===== src/rtl/quad_pkg.sv =====
// Shared constants for the quadrature decoder: mode codes, control FSM states
// and the transition keys {a_deb, a_prev, b_deb, b_prev} the decoder acts on.
package quad_pkg;

  localparam int unsigned MODE_X2 = 0;
  localparam int unsigned MODE_X4 = 1;

  typedef enum logic [1:0] {
    ST_FILL,
    ST_PRIME,
    ST_RUN
  } state_e;

  // Counted in both resolutions (x2 detents leave 00 or 11)
  localparam logic [3:0] KEY_UP_0 = 4'b1000;  // 00 -> 10
  localparam logic [3:0] KEY_UP_1 = 4'b0111;  // 11 -> 01
  localparam logic [3:0] KEY_DN_0 = 4'b0010;  // 00 -> 01
  localparam logic [3:0] KEY_DN_1 = 4'b1101;  // 11 -> 10

  // Extra quarter steps counted only at x4 resolution
  localparam logic [3:0] KEY_UP4_0 = 4'b1110;  // 10 -> 11
  localparam logic [3:0] KEY_UP4_1 = 4'b0001;  // 01 -> 00
  localparam logic [3:0] KEY_DN4_0 = 4'b1011;  // 01 -> 11
  localparam logic [3:0] KEY_DN4_1 = 4'b0100;  // 10 -> 00

  // Both channels moved at once: position is unknown
  localparam logic [3:0] KEY_ERR_0 = 4'b1010;
  localparam logic [3:0] KEY_ERR_1 = 4'b0101;
  localparam logic [3:0] KEY_ERR_2 = 4'b1001;
  localparam logic [3:0] KEY_ERR_3 = 4'b0110;

endpackage


===== src/rtl/debounce_filter.sv =====
// Two-flop synchroniser followed by a stability filter for one encoder channel.
// Until the filter has primed itself (third edge after reset, lining up with the
// decoder's FILL/PRIME window) the synchroniser output is passed straight through,
// so the decoder's previous-state registers capture the real idle level.
module debounce_filter #(
  parameter int unsigned CYCLES = 16
) (
  input  logic clk,
  input  logic reset,
  input  logic in,
  output logic out
);

  logic s1_q, s2_q;

  // Synchroniser for the asynchronous raw input
  always_ff @(posedge clk) begin
    if (reset) begin
      s1_q <= 1'b0;
      s2_q <= 1'b0;
    end else begin
      s1_q <= in;
      s2_q <= s1_q;
    end
  end

  generate
    if (CYCLES == 0) begin : g_bypass
      assign out = s2_q;
    end else begin : g_filt
      localparam int CW = $clog2(CYCLES + 1);
      localparam logic [CW-1:0] LAST = CW'(CYCLES - 1);

      logic [CW-1:0] cnt_q;
      logic          deb_q;
      logic [1:0]    boot_q;

      // Accept a new level only after CYCLES consecutive differing cycles
      always_ff @(posedge clk) begin
        if (reset) begin
          cnt_q  <= '0;
          deb_q  <= 1'b0;
          boot_q <= '0;
        end else if (boot_q != 2'd3) begin
          boot_q <= boot_q + 2'd1;
          cnt_q  <= '0;
          if (boot_q == 2'd2) deb_q <= s2_q;
        end else if (s2_q == deb_q) begin
          cnt_q <= '0;
        end else if (cnt_q == LAST) begin
          deb_q <= s2_q;
          cnt_q <= '0;
        end else begin
          cnt_q <= cnt_q + 1'b1;
        end
      end

      assign out = (boot_q == 2'd3) ? deb_q : s2_q;
    end
  endgenerate

endmodule


===== src/rtl/quad_decoder.sv =====
// Quadrature encoder front end: debounced a/b, x2/x4 step decode, wrapping or
// saturating position register with synchronous load, step/dir/err strobes.
module quad_decoder import quad_pkg::*; #(
  parameter int unsigned WIDTH           = 8,
  parameter int unsigned INCREMENT       = 1,
  parameter int unsigned DEBOUNCE_CYCLES = 16,
  parameter int unsigned MODE            = MODE_X2,
  parameter bit          SATURATE        = 1'b0,
  parameter int unsigned MAX_VALUE       = (1 << WIDTH) - 1,
  parameter int unsigned INIT            = 0
) (
  input  logic             clk,
  input  logic             reset,
  input  logic             a,
  input  logic             b,
  input  logic             load,
  input  logic [WIDTH-1:0] load_value,
  output logic [WIDTH-1:0] value,
  output logic             step,
  output logic             dir,
  output logic             err
);

  localparam logic [WIDTH:0]   INC_W  = (WIDTH + 1)'(INCREMENT);
  localparam logic [WIDTH:0]   MAX_W  = (WIDTH + 1)'(MAX_VALUE);
  localparam logic [WIDTH-1:0] INIT_W = WIDTH'(INIT);

  logic             a_deb, b_deb, oa_q, ob_q;
  state_e           state_q;
  logic             fill_q;
  logic [WIDTH-1:0] value_q;
  logic             step_q, dir_q, err_q;
  logic [3:0]       key;
  logic             ev_up, ev_dn, ev_err;
  logic [WIDTH:0]   sum, diff, ld_ext;
  logic [WIDTH-1:0] up_val, dn_val, ld_val;

  debounce_filter #(.CYCLES(DEBOUNCE_CYCLES)) u_deb_a (
    .clk(clk), .reset(reset), .in(a), .out(a_deb)
  );
  debounce_filter #(.CYCLES(DEBOUNCE_CYCLES)) u_deb_b (
    .clk(clk), .reset(reset), .in(b), .out(b_deb)
  );

  // Classify the debounced transition; nothing is decoded before RUN
  always_comb begin
    key    = {a_deb, oa_q, b_deb, ob_q};
    ev_up  = 1'b0;
    ev_dn  = 1'b0;
    ev_err = 1'b0;
    if (state_q == ST_RUN) begin
      case (key)
        KEY_UP_0, KEY_UP_1:   ev_up = 1'b1;
        KEY_DN_0, KEY_DN_1:   ev_dn = 1'b1;
        KEY_UP4_0, KEY_UP4_1: ev_up = (MODE == MODE_X4);
        KEY_DN4_0, KEY_DN4_1: ev_dn = (MODE == MODE_X4);
        KEY_ERR_0, KEY_ERR_1, KEY_ERR_2, KEY_ERR_3: ev_err = 1'b1;
        default: ;
      endcase
    end
  end

  // Next-value candidates, one bit wider so carry/borrow are visible
  always_comb begin
    sum    = {1'b0, value_q} + INC_W;
    diff   = {1'b0, value_q} - INC_W;
    ld_ext = {1'b0, load_value};
    up_val = sum[WIDTH-1:0];
    dn_val = diff[WIDTH-1:0];
    ld_val = load_value;
    if (SATURATE) begin
      if (sum > MAX_W)    up_val = MAX_W[WIDTH-1:0];
      if (diff[WIDTH])    dn_val = '0;
      if (ld_ext > MAX_W) ld_val = MAX_W[WIDTH-1:0];
    end
  end

  // Control FSM, previous-state tracking and registered outputs
  always_ff @(posedge clk) begin
    if (reset) begin
      state_q <= ST_FILL;
      fill_q  <= 1'b0;
      oa_q    <= 1'b0;
      ob_q    <= 1'b0;
      value_q <= INIT_W;
      step_q  <= 1'b0;
      dir_q   <= 1'b0;
      err_q   <= 1'b0;
    end else begin
      oa_q   <= a_deb;
      ob_q   <= b_deb;
      step_q <= 1'b0;
      err_q  <= ev_err;
      case (state_q)
        ST_FILL: begin
          fill_q <= 1'b1;
          if (fill_q) state_q <= ST_PRIME;
        end
        default: state_q <= ST_RUN;
      endcase
      if (load) begin
        value_q <= ld_val;
      end else if (ev_up || ev_dn) begin
        value_q <= ev_up ? up_val : dn_val;
        step_q  <= 1'b1;
        dir_q   <= ev_up;
      end
    end
  end

  assign value = value_q;
  assign step  = step_q;
  assign dir   = dir_q;
  assign err   = err_q;

endmodule


===== config.mk =====
export PLATFORM = sky130hd
export DESIGN_NAME = quad_decoder
export DESIGN_NICKNAME = d
export VERILOG_FILES = /design/src/rtl/quad_pkg.sv /design/src/rtl/debounce_filter.sv /design/src/rtl/quad_decoder.sv
export SDC_FILE = /design/constraint.sdc
export NUM_CORES = 1
export LEC_CHECK = 0
export ABC_AREA = 1
export CAP_MARGIN = 20
export CORE_MARGIN = 3
export CORE_UTILIZATION = 55
export CTS_BUF_LIST = sky130_fd_sc_hd__clkbuf_16
export CTS_CLUSTER_SIZE = 40
export DETAILED_ROUTE_END_ITERATION = 12
export HOLD_SLACK_MARGIN = 0.05
export PLACE_DENSITY = 0.91
export SLEW_MARGIN = 25
export SYNTH_ARGS = -nofsm -noshare
export SYNTH_HDL_FRONTEND = slang
export SYNTH_HIERARCHICAL = 1
export SYNTH_SLANG_ARGS = --single-unit

===== constraint.sdc =====
create_clock -name clk -period 2.58 [get_ports clk]
set_input_delay 0.387 -clock clk [delete_from_list [all_inputs] [get_ports clk]]
set_output_delay 0.387 -clock clk [all_outputs]
set_load 0.03 [all_outputs]

==> impl_metrics.json <==
{
  "syn_area_sq_um": 1970,
  "first_pass_iters": 5,
  "layout.core_utilization_pct": 72.7,
  "grt_pass1_vias": 1608,
  "report.final.slew_viol_count": 0,
  "layout_setup_ws_ns": 0.124,
  "worstPathMaxFanout": 12,
  "regArea_sq_um": 721,
  "yosys.cell_types.count": 31,
  "drc": 0,
  "routed_wl_um": 4000,
  "period_needed_ns": 2.46,
  "cp.arrival_ns": 2.63,
  "syn_nets": 299,
  "ir_drop_mv": 0.423,
  "initial_core_util_pct": 58.0,
  "synth-seq-cells": 36,
  "startpoint_type": "flop",
  "syn_to_final_growth_pct": 25.4,
  "ctsHoldBuffers": 0,
  "place_area_sq_um": 2250,
  "die_h_um": 65.8,
  "cap_viol_max_count": 0,
  "power_mw": 1.62,
  "multi_input_area_sq_um": 1070,
  "critical-path-max-stage-delay_ns": 0.34,
  "path_cells": "ha_1, nand2_1, o21ai_0, buf_4, inv_2, nand2_2, nand2_2, nand3_4, ha_1, nand2_1, nand2_1, nand3_1, o21ai_2, nand3_1, nand3_1, nand2_1",
  "layout_commonest_cell": "nand2_1",
  "skew_ns": 0.00279,
  "p_per_area_nw_per_um2": 657,
  "outcome": "finished clean",
  "place_hpwl_um": 2850,
  "relSlewSlack_pct": 73.3,
  "slowest_stage": "ha_1",
  "place.gp.congestion": 0.885,
  "core.rowCount": 21,
  "diodes": 0,
  "cts-root-buf": "clkbuf_16",
  "clk_latency_ns": 0.28,
  "routedWlPerCell_um": 11.5,
  "hp-class": "reg -> reg",
  "fin_nets": 329,
  "portBuffers": 23,
  "die_w_um": 65.8,
  "cp_common_cell": "nand2_1",
  "path_delay_family": "simple AND/OR/NAND/NOR gates",
  "grt_use_total_pct": 19.0,
  "p_leak_nw": 1.14,
  "ys_top_cells_by_area": "dfxtp_1, nand2_1, ha_1, inv_1, nor2_1",
  "yosysTopAreaCell": "dfxtp_1",
  "num_vias": 1714,
  "viasPerCell": 4.94,
  "n_fill_cell": 248,
  "final_cell_mix": "nand2_1, inv_1, dfxtp_1, nor2_1, clkdlybuf4s50_1",
  "finalInstanceArea_sq_um": 2460,
  "cts_htree_levels": 2,
  "min_period_over_period_pct": 95.2,
  "numCtsBuffers": 5,
  "die_area_sq_um": 4330,
  "ys_warn_count": 6,
  "syn_inst": 270,
  "postCtsSetupBuffers": 0,
  "ioPinCount": 24,
  "clockBufferDepth": 2,
  "worst_pin_slew_ns": 0.399,
  "final-hold-violation-count": 0,
  "core_area_sq_um": 3390,
  "fmax_mhz": 407,
  "synth_area_per_cell_sq_um": 7.28,
  "antenna_found_initial": 0,
  "cp_num_buf_inv": 2,
  "critPathCaptureType": "flop",
  "dp_slack_ns": 0.110,
  "cts.sinks": 36,
  "grt_pass1_wl_um": 6470,
  "setup_violations": 0,
  "hold_ws_ns": 0.407,
  "critPathKind": "reg -> reg",
  "crit_required_ns": 2.75,
  "yosys.area.top_type_share_pct": 36.7,
  "clk_pin_slew_ns": 0.06,
  "synth-seq-area-share_pct": 36.7,
  "grt_overflow": 0,
  "final_layout_size_suffix_gt1_share_pct": 15.3,
  "cts_tree": "yes",
  "grt_max_degree": 13,
  "first_iter_violations": 66,
  "ant_nets": 0
}
-- path summary, 6_finish.rpt --
kind	slack (ns)	end	from	cells past startpoint
worst min-delay path	0.41	u_deb_a/s2_q$_SDFF_PP0_	u_deb_a/s1_q$_SDFF_PP0_	2
worst max register to register	0.12	value[7]$_SDFFE_PP0P_	u_deb_b/g_filt.boot_q[0]$_SDFFE_PP0N_	16
worst max-delay path	0.12	value[7]$_SDFFE_PP0P_	u_deb_b/g_filt.boot_q[0]$_SDFFE_PP0N_	16
worst min register to register	0.41	u_deb_a/s2_q$_SDFF_PP0_	u_deb_a/s1_q$_SDFF_PP0_	2
-- metal layers --
| metal | vias to the layer above | global-route usage, % | wire, um |
|---|---|---|---|
| li1 | 894 | - | - |
| met1 | 777 | 21.0 | 1670 |
| met2 | 37 | 36.0 | 2160 |
| met3 | 6 | 4.59 | 139 |
| met4 | 0 | 4.66 | 38 |
| met5 | - | 0 | 0 |
-- stage by stage --
stage,TNS (ns),cells
2_1_floorplan,0,270
3_3_place_gp,0,339
3_5_place_dp,0,339
4_1_cts,0,347
5_1_grt,-0.0569,347
6_report,0,347
-- power breakdown --
part / internal, mW / leakage, nW / switching, mW
Sequential: 0.594 / 0.295 / 0.0327
Clock: 0.453 / 0.0798 / 0.227
Combinational: 0.131 / 0.770 / 0.181
Total: 1.18 / 1.14 / 0.441
-- Yosys cell counts, drive strengths merged --
cell and n:
nand2 73, inv 51, a21o 1, nor3 1, or2 1, ha 15, xnor2 2, o21ai 14
a21oi 16, fa 1, buf 3, nor2 28, xor2 2, o21bai 1, dfxtp 36, nand3 19
nand4 2, a221oi 1, mux2i 2, clkinv 1
-- layout make-up --
| cell class | count | area share [%] |
|---|---|---|
| multi-input combinational | 179 | 43.2 |
| timing repair buffer | 26 | 10.3 |
| inverter | 52 | 8.12 |
| clock buffer | 5 | 5.08 |
| sequential | 36 | 29.2 |
| clock inverter | 3 | 1.73 |
| tap | 46 | 2.34 |
-- logic make-up after synthesis --
group / count (synthesis) / synth area share (%)
simple gates: 124 / 28.4
buf+inv: 55 / 11.4
flops: 36 / 36.7
compound gates: 33 / 10.2
fa+ha+maj: 16 / 10.6
xor+xnor: 4 / 1.78
mux: 2 / 1.02
-- state kept, by name, indices dropped and copies added, names as in the netlist, 2 cells and up --
register               cells
state_q                    2
u_deb_a/g_filt.boot_q      2
u_deb_a/g_filt.cnt_q       5
u_deb_b/g_filt.boot_q      2
u_deb_b/g_filt.cnt_q       5
value                      8
-- worst min-delay path, delay by kind of cell, from the launching register on --
family	cells	cell delay, ns
flops	1	0.30
buf+inv	1	0.04
simple gates	1	0.03
-- repair_timing --
action | CTS | global route
endpoints found under the setup margin | 0 | 2
hold endpoints to repair | 0 | 0
resized for setup | 0 | 7
Note: power is estimated with default switching activity, not from simulation.
